File: src/rtl/mac_dot_ctrl_pkg.sv
// Shared definitions for the streamed dot-product sequencer: state encoding
// and default datapath widths.
package mac_dot_ctrl_pkg;

    localparam int BW      = 4;
    localparam int PSUM_BW = 16;
    localparam int LEN_BW  = 8;

    typedef enum logic [1:0] {
        ST_IDLE = 2'd0,
        ST_RUN  = 2'd1,
        ST_DONE = 2'd2
    } state_e;

endpackage

File: src/rtl/mac_dot_ctrl_if.sv
// Command, operand-stream and result handshakes of the dot-product sequencer.
// The master side feeds commands/operands and drains results.
interface mac_dot_ctrl_if
    import mac_dot_ctrl_pkg::*;
#(
    parameter int bw      = BW,
    parameter int psum_bw = PSUM_BW,
    parameter int len_bw  = LEN_BW
);
    logic                cmd_valid;
    logic                cmd_ready;
    logic [len_bw-1:0]   cmd_len;
    logic                cmd_acc;
    logic                in_valid;
    logic                in_ready;
    logic [bw-1:0]       in_a;
    logic [bw-1:0]       in_b;
    logic                out_valid;
    logic                out_ready;
    logic [psum_bw-1:0]  out_psum;
    logic                out_ovf;
    logic                busy;

    modport master (
        output cmd_valid, cmd_len, cmd_acc, in_valid, in_a, in_b, out_ready,
        input  cmd_ready, in_ready, out_valid, out_psum, out_ovf, busy
    );

    modport slave (
        input  cmd_valid, cmd_len, cmd_acc, in_valid, in_a, in_b, out_ready,
        output cmd_ready, in_ready, out_valid, out_psum, out_ovf, busy
    );
endinterface

File: src/rtl/mac_dot_ctrl_mac.sv
// Combinational multiply-accumulate: unsigned activation times signed weight,
// sign-extended (or wrapped) to the accumulator width and added to c.
module mac #(
    parameter int bw      = 4,
    parameter int psum_bw = 16
) (
    input  logic [bw-1:0]      a,
    input  logic [bw-1:0]      b,
    input  logic [psum_bw-1:0] c,
    output logic [psum_bw-1:0] prod,
    output logic [psum_bw-1:0] out
);
    localparam int PW = 2 * bw + 1;

    logic signed [PW-1:0] a_ext_s;
    logic signed [PW-1:0] b_ext_s;
    logic signed [PW-1:0] prod_full_s;

    // The activation gets a zero sign bit so it multiplies as a non-negative value.
    assign a_ext_s     = PW'($signed({1'b0, a}));
    assign b_ext_s     = PW'($signed(b));
    assign prod_full_s = a_ext_s * b_ext_s;
    assign prod        = psum_bw'(prod_full_s);
    assign out         = c + prod;
endmodule

File: src/rtl/mac_dot_ctrl.sv
// Sequencer that runs one mac over a streamed dot product of programmable
// length and hands the accumulated psum downstream with a valid/ready handshake.
module mac_dot_ctrl
    import mac_dot_ctrl_pkg::*;
#(
    parameter int bw      = BW,
    parameter int psum_bw = PSUM_BW,
    parameter int len_bw  = LEN_BW
) (
    input  logic           clk,
    input  logic           reset,
    mac_dot_ctrl_if.slave  bus
);
    state_e               state_q;
    logic [psum_bw-1:0]   acc_q;
    logic [len_bw-1:0]    cnt_q;
    logic [len_bw-1:0]    len_q;
    logic                 ovf_q;
    logic                 cmd_ready_q;
    logic                 in_ready_q;
    logic                 out_valid_q;
    logic                 busy_q;

    logic [psum_bw-1:0]   prod_s;
    logic [psum_bw-1:0]   mac_out_s;
    logic                 beat_s;
    logic                 ovf_beat_s;

    mac #(.bw(bw), .psum_bw(psum_bw)) u_mac (
        .a    (bus.in_a),
        .b    (bus.in_b),
        .c    (acc_q),
        .prod (prod_s),
        .out  (mac_out_s)
    );

    assign beat_s     = bus.in_valid & in_ready_q;
    // Signed overflow: both addends share a sign the wrapped sum does not.
    assign ovf_beat_s = (prod_s[psum_bw-1] == acc_q[psum_bw-1]) &&
                        (mac_out_s[psum_bw-1] != acc_q[psum_bw-1]);

    // Control FSM; all handshake outputs are registered alongside the state.
    always_ff @(posedge clk) begin
        if (reset) begin
            state_q     <= ST_IDLE;
            acc_q       <= {psum_bw{1'b0}};
            cnt_q       <= {len_bw{1'b0}};
            len_q       <= {len_bw{1'b0}};
            ovf_q       <= 1'b0;
            cmd_ready_q <= 1'b1;
            in_ready_q  <= 1'b0;
            out_valid_q <= 1'b0;
            busy_q      <= 1'b0;
        end else begin
            case (state_q)
                ST_IDLE: begin
                    if (bus.cmd_valid) begin
                        len_q       <= bus.cmd_len;
                        acc_q       <= bus.cmd_acc ? acc_q : {psum_bw{1'b0}};
                        ovf_q       <= 1'b0;
                        cnt_q       <= {len_bw{1'b0}};
                        cmd_ready_q <= 1'b0;
                        busy_q      <= 1'b1;
                        if (bus.cmd_len != {len_bw{1'b0}}) begin
                            state_q    <= ST_RUN;
                            in_ready_q <= 1'b1;
                        end else begin
                            state_q     <= ST_DONE;
                            out_valid_q <= 1'b1;
                        end
                    end
                end
                ST_RUN: begin
                    if (beat_s) begin
                        acc_q <= mac_out_s;
                        ovf_q <= ovf_q | ovf_beat_s;
                        cnt_q <= cnt_q + len_bw'(1);
                        if (cnt_q == len_q - len_bw'(1)) begin
                            state_q     <= ST_DONE;
                            in_ready_q  <= 1'b0;
                            out_valid_q <= 1'b1;
                        end
                    end
                end
                ST_DONE: begin
                    if (bus.out_ready) begin
                        state_q     <= ST_IDLE;
                        out_valid_q <= 1'b0;
                        cmd_ready_q <= 1'b1;
                        busy_q      <= 1'b0;
                    end
                end
                default: begin
                    state_q     <= ST_IDLE;
                    cmd_ready_q <= 1'b1;
                    in_ready_q  <= 1'b0;
                    out_valid_q <= 1'b0;
                    busy_q      <= 1'b0;
                end
            endcase
        end
    end

    assign bus.cmd_ready = cmd_ready_q;
    assign bus.in_ready  = in_ready_q;
    assign bus.out_valid = out_valid_q;
    assign bus.out_psum  = acc_q;
    assign bus.out_ovf   = ovf_q;
    assign bus.busy      = busy_q;
endmodule

File: src/flat_wrapper.sv
// flat-port wrapper written by rule: the top's interface ports become plain ports
module mac_dot_ctrl_flat import mac_dot_ctrl_pkg::*;
#(
    parameter int bw      = BW,
    parameter int psum_bw = PSUM_BW,
    parameter int len_bw  = LEN_BW
)
  (clk, reset, bus_cmd_valid, bus_cmd_len, bus_cmd_acc, bus_in_valid, bus_in_a, bus_in_b, bus_out_ready, bus_cmd_ready, bus_in_ready, bus_out_valid, bus_out_psum, bus_out_ovf, bus_busy);
  mac_dot_ctrl_if #(.bw(bw), .psum_bw(psum_bw), .len_bw(len_bw)) bus_i ();
  input  logic clk;
  input  logic reset;
  input wire logic [$bits(bus_i.cmd_valid)-1:0] bus_cmd_valid;
  input wire logic [$bits(bus_i.cmd_len)-1:0] bus_cmd_len;
  input wire logic [$bits(bus_i.cmd_acc)-1:0] bus_cmd_acc;
  input wire logic [$bits(bus_i.in_valid)-1:0] bus_in_valid;
  input wire logic [$bits(bus_i.in_a)-1:0] bus_in_a;
  input wire logic [$bits(bus_i.in_b)-1:0] bus_in_b;
  input wire logic [$bits(bus_i.out_ready)-1:0] bus_out_ready;
  output wire logic [$bits(bus_i.cmd_ready)-1:0] bus_cmd_ready;
  output wire logic [$bits(bus_i.in_ready)-1:0] bus_in_ready;
  output wire logic [$bits(bus_i.out_valid)-1:0] bus_out_valid;
  output wire logic [$bits(bus_i.out_psum)-1:0] bus_out_psum;
  output wire logic [$bits(bus_i.out_ovf)-1:0] bus_out_ovf;
  output wire logic [$bits(bus_i.busy)-1:0] bus_busy;
  assign bus_i.cmd_valid = bus_cmd_valid;
  assign bus_i.cmd_len = bus_cmd_len;
  assign bus_i.cmd_acc = bus_cmd_acc;
  assign bus_i.in_valid = bus_in_valid;
  assign bus_i.in_a = bus_in_a;
  assign bus_i.in_b = bus_in_b;
  assign bus_i.out_ready = bus_out_ready;
  assign bus_cmd_ready = bus_i.cmd_ready;
  assign bus_in_ready = bus_i.in_ready;
  assign bus_out_valid = bus_i.out_valid;
  assign bus_out_psum = bus_i.out_psum;
  assign bus_out_ovf = bus_i.out_ovf;
  assign bus_busy = bus_i.busy;
  mac_dot_ctrl #(.bw(bw), .psum_bw(psum_bw), .len_bw(len_bw)) u_core (.clk(clk), .reset(reset), .bus(bus_i));
endmodule
File: config.mk
export PLATFORM = sky130hd
export DESIGN_NAME = mac_dot_ctrl_flat
export DESIGN_NICKNAME = d
export VERILOG_FILES = /design/src/rtl/mac_dot_ctrl_pkg.sv /design/src/rtl/mac_dot_ctrl_if.sv /design/src/rtl/mac_dot_ctrl_mac.sv /design/src/rtl/mac_dot_ctrl.sv /design/src/flat_wrapper.sv
export SDC_FILE = /design/constraint.sdc
export NUM_CORES = 1
export LEC_CHECK = 0
export BUFFER_PORTS_ARGS = -buffer_cell sky130_fd_sc_hd__buf_4
export CAP_MARGIN = 30
export CORE_UTILIZATION = 55
export DETAILED_ROUTE_END_ITERATION = 6
export GPL_ROUTABILITY_DRIVEN = 0
export HOLD_SLACK_MARGIN = 0.02
export PLACE_DENSITY = 0.74
export SYNTH_ARGS = -nofsm -noshare
export SYNTH_HDL_FRONTEND = slang
export SYNTH_SLANG_ARGS = --single-unit
File: constraint.sdc
create_clock -name clk -period 16.44 [get_ports clk]
set_clock_uncertainty 0.2 [all_clocks]
set_input_delay 3.288 -clock clk [delete_from_list [all_inputs] [get_ports clk]]
set_output_delay 3.288 -clock clk [all_outputs]
set_load 0.02 [all_outputs]
-- Word level (Yosys, flattened, before mapping)
Cells that the tools add are included.
- add/sub/neg operators: 3
- multiply operators: 1
- equal/unequal tests: 12
- muxes and demuxes: 31
- bitwise logic cells: 4
- reductions and logical operators: 11
- operators with widths (cell ; count):
    two-way mux 16 bit ; 3
    case mux 16 bit (2 select lines) ; 1
    adder 16 bit ; 1
    two-way mux 8 bit ; 2
    case mux 8 bit (2 select lines) ; 1
    two-way mux 1 bit ; 13
    case mux 1 bit (3 select lines) ; 4
    two-way mux 2 bit ; 5
    AND reduction 5 bit ; 2
    multiplier 5 x 4 -> 9 bit ; 1
    adder 8 x 1 -> 8 bit, second input constant ; 1
    equality test 8 bit ; 1
    != test 2 bit, second input constant ; 4
    AND reduction 4 bit ; 2
    nonzero test 8 bit ; 1
    subtractor 8 x 1 -> 8 bit, second input constant ; 1
    != test 2 x 1 -> 1 bit, second input constant ; 3
    case mux 2 bit (3 select lines) ; 1
    AND reduction 3 bit ; 2
    equality test 2 x 1 -> 1 bit, second input constant ; 1
    equality test 2 bit, second input constant ; 1
    zero test 2 bit ; 1
    inverter 1 bit ; 2
    case mux 1 bit (2 select lines) ; 1
    7 further kinds ; 7
- bits in registers: 39
- bits of input ports: 22
- output and inout bits: 21
- word-level logic and storage cells: 71

-- Longest topological paths before layout
Gate-level depths: netlist (run 1).
- word-level depth: 7
- gate-level depth with buffers: 20
- depth with buffers taken out: 20

-- Hierarchy
A second synthesis (run 1) with hierarchy kept.
- cells, all modules: 404
- area total of the unflattened synthesis: 3295.7 µm²
- modules (own cells, without submodules) (module ; instances ; cells an instance ; area an instance (µm²) ; sequential area each (µm²)):
    mac_dot_ctrl ; 1 ; 231 ; 1919.3 ; 780.7
    mac ; 1 ; 173 ; 1376.3 ; 0.0

-- Least setup slack after synthesis (run 1)
OpenSTA, ideal clock, no wires.
- kind: input port to flip-flop
- start point: input port bus_in_a[0]
- end point: register u_core.acc_q[15], in the netlist u_core.bus.out_psum[15]
- library setup time: 0.073 ns
- arrival: 7.787 ns
- data required time: 16.167 ns
- slack: 8.379 ns
- stages on the path: 16
- buffers on the path: 1
- cell sequence: nand2b_1 fa_1 fa_1 fa_1 inv_1 ha_1 a211oi_1 nor4b_1 nand4b_1 ha_1 buf_2 a21o_1 o31a_1 o31a_1 or4_1 o211ai_2
- longest elaborated chain between the ends: 4
- RTL lines (what ; line ; text):
    start, declared ; flat_wrapper.sv:16 ; input wire logic [$bits(bus_i.in_a)-1:0] bus_in_a;
    multiplier 5 x 4 -> 9 bit ; mac_dot_ctrl_mac.sv:22 ; assign prod_full_s = a_ext_s * b_ext_s;
    adder 16 bit ; mac_dot_ctrl_mac.sv:24 ; assign out = c + prod;
    two-way mux 16 bit ; mac_dot_ctrl.sv:74 ; if (beat_s) begin
    case mux 16 bit (2 select lines) ; mac_dot_ctrl.sv:55 ; case (state_q)
    end signal, assigned ; mac_dot_ctrl.sv:46 ; acc_q <= {psum_bw{1'b0}};
    end signal, assigned ; mac_dot_ctrl.sv:59 ; acc_q <= bus.cmd_acc ? acc_q : {psum_bw{1'b0}};
    end signal, assigned ; mac_dot_ctrl.sv:75 ; acc_q <= mac_out_s;
    end, declared ; mac_dot_ctrl.sv:15 ; logic [psum_bw-1:0] acc_q;
No other way between the ends. The select of a mux whose other input is x is not followed.
A chain may end at the register's enable or synchronous reset.

-- Worst setup path after layout (run 1)
Ends and elaborated chain as after synthesis.

==> results.toml, run 1 <==
[outcome]
status = "finished, final reports clean"

[yosys]
yosysUniqueCellTypes = 60
synth_nets = 462
syn_area_um2 = 3173
synthTopCellsByCount = "nor2_1, dfxtp_1, nand2_1"
ys_ff_latch = 39
synth-async-reset-ratio = 0
postSynthAreaPerCell_um2 = 7.933
yosysMostFrequentCell = "nor2_1"
synth_top_cell_by_area = "dfxtp_1"
synth.yosys.seq_area_share = 0.2461
synthDominantCellAreaShare = 0.2461
ys_top_cells_by_area = "dfxtp_1, ha_1, nor2_1"
synthCells = 400
synth_edf_count = 0
ys.flop_type = "dfxtp_1"
ys_warn_count = 0

[drt]
drtPass1Iterations = 6
drt_iter0_markers = 125
drc = 0
via_count = 2914
viasPerCell = 5.714
post_drt_wl_per_cell_um = 13.68
routed_wl_mm = 6.976
final_antenna_net_count = 0

[power]
pwr-share-seq = 0.391
p_leak_nw = 1.629
p_int_w = 0.0001696
powerDensity_nw_per_um2 = 71.70
ir_drop_uv = 41.03
clock_power_share = 0.276
combPwrFrac = 0.333
switchingPower_w = 0.00008991
switching_share = 0.3464

[clock_tree]
clk_pin_slew_ns = 0.08
cts_setup_buffers = 0
root_buffer = "clkbuf_8"
cts.sinks = 39
cts_buffer_depth = 2
cts_tree = "built"
cts.htree.levels = 2
post_cts_resized = 0
clock_latency_ns = 0.30
holdBufCountCts = 0
cts_inserted_buffers = 5

[grt]
overflow = 0
grt_max_degree = 26
first_global_vias = 2707
track_usage = 0.2375
grt_pass1_wl_mm = 11.72
antenna_found_initial = 0

[finish]
regArea_um2 = 780.7
nNetsFinal = 499
syn_to_final_growth_pct = 14.08
diodes = 0
drive_gt1_frac = 0.1438
multi_input_area_um2 = 2252
finalNonFillerCells = 510
fill_cells = 516

[timing]
finalCritPeriodShare = 0.5024
slew_headroom = 0.3735
final-hold-violation-count = 0
final.min_clock_period_ns = 8.260
fmax_mhz = 121.1
rsz0062_at_grt = "false"
finalSetupTns_ns = 0
tightestPinTransition_ns = 0.9398
final-setup-viol-count = 0
slew_violations = 0

[floorplan]
start_util = 0.5727
die_w_um = 77.96
die_area_um2 = 6077
core_um2 = 5540
ios = 43
placementRows = 27
die_y_um = 77.96

[critical_path]
arrival_ns = 8.30
cp_max_fo = 11
worst_setup_path_end_kind = "register"
crit_type = "in -> reg"
crit_required_ns = 16.48
start_kind = "input pin"

[worst_hold_path]
worst_hold_path_type = "reg -> reg"

[placed_design]
dp.cells = 502
portBuffers = 42
place_hpwl_mm = 5.293

[run]
max-cap-violations = 0
## sequential cells by signal (all words and copies together) (netlist names)
register              count
u_core.bus.busy           1
u_core.bus.cmd_ready      1
u_core.bus.in_ready       1
u_core.bus.out_ovf        1
u_core.bus.out_psum      16
u_core.bus.out_valid      1
u_core.cnt_q              8
u_core.len_q              8
u_core.state_q            2
## routing by layer
metal  part of all wire  track usage  wire, um  up-vias
li1                   -            -         -     1500
met1               0.48       0.2950      3328     1358
met2               0.48       0.4204      3337       46
met3              0.031      0.04235       215       10
met4              0.014      0.06296        95        0
met5                  0            0         0        -
## per-stage QoR
stage	setup slack [ns]	hold WS, ns	power [W]	area, um^2	utilization
final	8.180	0.2933	0.0002595	3620	0.6533
after CTS	8.159	0.3047	0.0002599	3620	0.6533
after floorplan	8.379	0.2771	0.0001680	3173	-
after global placement	8.018	0.2750	0.0001872	3525	0.6362
after global routing	7.894	0.3256	0.0002756	3620	0.6533
after detailed placement	7.860	0.2895	0.0001889	3525	0.6362
## layout make-up
class                      instances  share of cell area
multi-input combinational        326              0.6222
sequential                        39              0.2157
timing repair buffer              42             0.08711
tap                               72             0.02489
clock buffer                       7             0.02385
inverter                          23             0.02385
clock inverter                     1            0.002420
## cells in the final DEF, fill, tap and decap left out, drive strengths merged, types with 5 or more instances in the layout
cell type,n
nor2,45
buf,42
dfxtp,39
nand2,36
ha,34
a21oi,34
o21ai,30
inv,23
xnor2,13
xor2,12
nand3,11
nor3,10
nor4,9
and2,8
a21o,8
clkbuf,7
fa,6
a211oi,6
nor2b,5
o21a,5
## power groups by stage
stage	sequential, W	clock (W)	combinational, W
final	0.000102	0.0000716	0.0000864
after global routing	0.000102	0.0000760	0.0000975
after CTS	0.000102	0.0000721	0.0000862
after detailed placement	0.000104	0	0.0000852
after global placement	0.000104	0	0.0000836
after floorplan	0.000105	0	0.0000631
## worst max-delay path: stages
cell      delay, ns
buf_4          0.12
nand2b_1       0.15
fa_1           0.50
fa_1           0.51
fa_1           0.52
inv_1          0.05
ha_1           0.23
a211oi_1       0.29
nor4b_1        0.09
nand4b_1       0.54
ha_1           0.60
a21o_1         0.24
o31a_1         0.31
o31a_1         0.29
or4_1          0.48
o211ai_2       0.08
## worst paths after layout
path                                               from  slack, ns  depth (start not counted)                 endpoint
worst min register to register  u_core.bus.out_psum[11]       0.29                          2  u_core.bus.out_psum[11]
worst max register to register   u_core.bus.out_psum[0]      13.89                          9  u_core.bus.out_psum[10]
worst max-delay path                        bus_in_a[0]       8.18                         16  u_core.bus.out_psum[15]
worst min-delay path            u_core.bus.out_psum[11]       0.29                          2  u_core.bus.out_psum[11]
## cells by family (layout without fill, tap and decap cells)
logic type	after synthesis	in the layout	synth area share
xor gates and xnor gates	25	25	0.07137
buffers and inverters	35	73	0.04416
DFF	39	39	0.2461
adders and majority gates	40	40	0.1719
muxes	1	1	0.003155
AOI/OAI and AO/OA	105	105	0.2157
and+or+nand+nor	155	155	0.2476
No activity file was read; power rests on OpenSTA's default activity.
==> run 2, diff against run 1 <==
--- a/config.mk
+++ b/config.mk
@@ -5,6 +5,7 @@
 export SDC_FILE = /design/constraint.sdc
 export NUM_CORES = 1
 export LEC_CHECK = 0
+export ABC_AREA = 1
 export BUFFER_PORTS_ARGS = -buffer_cell sky130_fd_sc_hd__buf_4
 export CAP_MARGIN = 30
 export CORE_UTILIZATION = 55
==> constraint.sdc (replaced) <==
create_clock -name clk -period 7.6 [get_ports clk]
set_clock_uncertainty 0.2 [all_clocks]
set_input_delay 1.52 -clock clk [delete_from_list [all_inputs] [get_ports clk]]
set_output_delay 1.52 -clock clk [all_outputs]
set_load 0.02 [all_outputs]
==> run 2 against run 1 <==
  * Utilization rose by 2.0 points
  * Critical path depth grew 7
  * Total power rose to 2.7 times the previous value
  * Clock power grew to 3.0 times the previous value
  * Wire length is 7.3% higher
  * First-iteration DRC count up 51%
  * Global-route usage rose by 1.7 points
  * Non-clock buffer count unchanged
  * Cell count rose by 21%
  * Clock-buffer cell count is 1 lower
  * Hold slack got worse by 0.041 ns
  * Sequential share of layout area shrank 0.90 points
  * Critical endpoint is now u_core.bus.out_psum[14]
  * Largest power group is now combinational logic
==> results.toml, run 2 <==
[outcome]
status = "finished, final reports clean"

[timing]
final.min_clock_period_ns = 5.931
finalSetupTns_ns = 0
fin_ws_ns = 1.669
final-hold-violation-count = 0
slew_headroom = 0.6723
fmax_mhz = 168.6
rsz0062_at_grt = "false"
tightestPinTransition_ns = 0.4911
slew_violations = 0
finalCritPeriodShare = 0.7804
final-setup-viol-count = 0

[placed_design]
place_hpwl_mm = 5.842
portBuffers = 42
dp_slack_ns = 1.377

[power]
p_leak_nw = 1.947
fin_total_pwr_w = 0.0006917
powerDensity_nw_per_um2 = 183.1
ir_drop_uv = 100.2

[drt]
drtPass1Iterations = 6
routed_wl_mm = 7.484
drc = 0
final_antenna_net_count = 0
post_drt_wl_per_cell_um = 12.09
drt_iter0_markers = 189
via_count = 3221
viasPerCell = 5.204

[clock_tree]
cts_setup_buffers = 0
cts_inserted_buffers = 5
cts_buffer_depth = 2
cts.htree.levels = 2
cts.sinks = 39
root_buffer = "clkbuf_8"
holdBufCountCts = 0
cts_tree = "built"
clock_latency_ns = 0.30
clk_pin_slew_ns = 0.08
post_cts_resized = 0

[yosys]
ys_top_cells_by_area = "dfxtp_1, nand2_1, ha_1"
ys.flop_type = "dfxtp_1"
synthCells = 502
synthDominantCellAreaShare = 0.2391
synth-async-reset-ratio = 0
synthTopCellsByCount = "nand2_1, inv_1, nor2_1"
synth_top_cell_by_area = "dfxtp_1"
yosysUniqueCellTypes = 34
ys_ff_latch = 39
ys_warn_count = 0
syn_area_um2 = 3266
postSynthAreaPerCell_um2 = 6.505
synth.yosys.seq_area_share = 0.2391
yosysMostFrequentCell = "nand2_1"
synth_edf_count = 0
synth_nets = 564

[grt]
track_usage = 0.2549
antenna_found_initial = 0
first_global_vias = 3030
grt_max_degree = 20
grt_pass1_wl_mm = 12.77
overflow = 0

[critical_path]
slowest_stage = "fa_1"
cp_max_fo = 6
crit_type = "in -> reg"
worst_setup_path_end_kind = "register"
arrival_ns = 5.97
start_kind = "input pin"
r2r_slack_ns = 5.51
crit_required_ns = 7.64
path_delay_family = "adder cells"
crit_chain = "buf_4 > inv_1 > or2_2 > fa_1 > fa_1 > fa_1 > inv_1 > ha_1 > inv_1 > fa_1 > o21ai_0 > a21oi_1 > xnor2_1 > ha_1 > a21oi_1 > nor2_1 > nor2_1 > nor2_1 > nor2_1 > nand2_1 > nand2_1 > nand3_1 > a21oi_1"
cp_num_buf_inv = 4
cpPeakStageDelay_ns = 0.58

[floorplan]
ios = 43
start_util = 0.5823
placementRows = 27
die_w_um = 79.06
die_y_um = 79.06
die_area_um2 = 6250
core_um2 = 5608

[finish]
final_cell_mix = "nand2_1, inv_1, nor2_1, a21oi_1, buf_4"
syn_to_final_growth_pct = 15.67
fill_cells = 514
diodes = 0
largest_reg_flops = 16
nNetsFinal = 608
drive_gt1_frac = 0.1261
final_common_cell = "nand2_1"

[worst_hold_path]
worst_hold_path_type = "reg -> reg"

[run]
max-cap-violations = 0
-- run 2: logic make-up after synthesis --
group                      Yosys count  share of synthesized area
and+or+nand+nor                    251                     0.3414
AOI/OAI and AO/OA                   85                     0.1402
adders and majority gates           40                     0.1671
xor gates and xnor gates             6                    0.01609
DFF                                 39                     0.2391
buffers and inverters               81                    0.09617
-- run 2: worst reg2reg max path: stages (launching register included) --
cell and delay [ns]:
dfxtp_1 0.36, ha_1 0.18, inv_1 0.06, fa_1 0.40, inv_1 0.12, nand2_1 0.06
o211ai_1 0.17, nand3_1 0.16, nand2_1 0.09, nand2_1 0.04, nand3_1 0.07, a21oi_1 0.07
-- run 2: metrics by stage --
step | cells | instance area, um^2 | hold WS (ns) | utilization
after floorplan | 502 | 3266 | 0.2479 | -
after global placement | 611 | 3645 | 0.2409 | 0.6499
after detailed placement | 611 | 3645 | 0.2404 | 0.6499
after CTS | 619 | 3777 | 0.2532 | 0.6736
after global routing | 619 | 3777 | 0.2709 | 0.6736
final | 619 | 3777 | 0.2522 | 0.6736
-- run 2: power breakdown --
part,total (W),internal (W),switching (W)
Combinational,0.000249,0.0000918,0.000157
Sequential,0.000230,0.000218,0.0000124
Clock,0.000213,0.000131,0.0000813
Total,0.000692,0.000441,0.000251
-- run 2: path summary, 6_finish.rpt --
path,cells after the start,startpoint,to
max,23,bus_in_b[3],u_core.bus.out_psum[14]
min,2,u_core.bus.out_valid,u_core.bus.out_valid
max reg2reg,11,u_core.bus.out_psum[0],u_core.bus.out_psum[8]
min reg2reg,2,u_core.bus.out_valid,u_core.bus.out_valid
-- run 2: per-layer routing --
metal / global-route usage / wire length, um / up-vias / share of wire
met3: 0.03793 / 357 / 12 / 0.048
met4: 0.08182 / 128 / 0 / 0.017
li1: - / - / 1705 / -
met1: 0.3362 / 3682 / 1412 / 0.49
met5: 0 / 0 / - / 0
met2: 0.4250 / 3315 / 92 / 0.44
-- run 2: final cells by class --
cell class	instances	area (um^2)	area share
clock buffer	6	72.57	0.01921
sequential	39	780.7	0.2067
tap	72	90.09	0.02385
multi-input combinational	382	2171	0.5747
inverter	76	287.8	0.07618
clock inverter	2	60.06	0.01590
timing repair buffer	42	315.3	0.08347
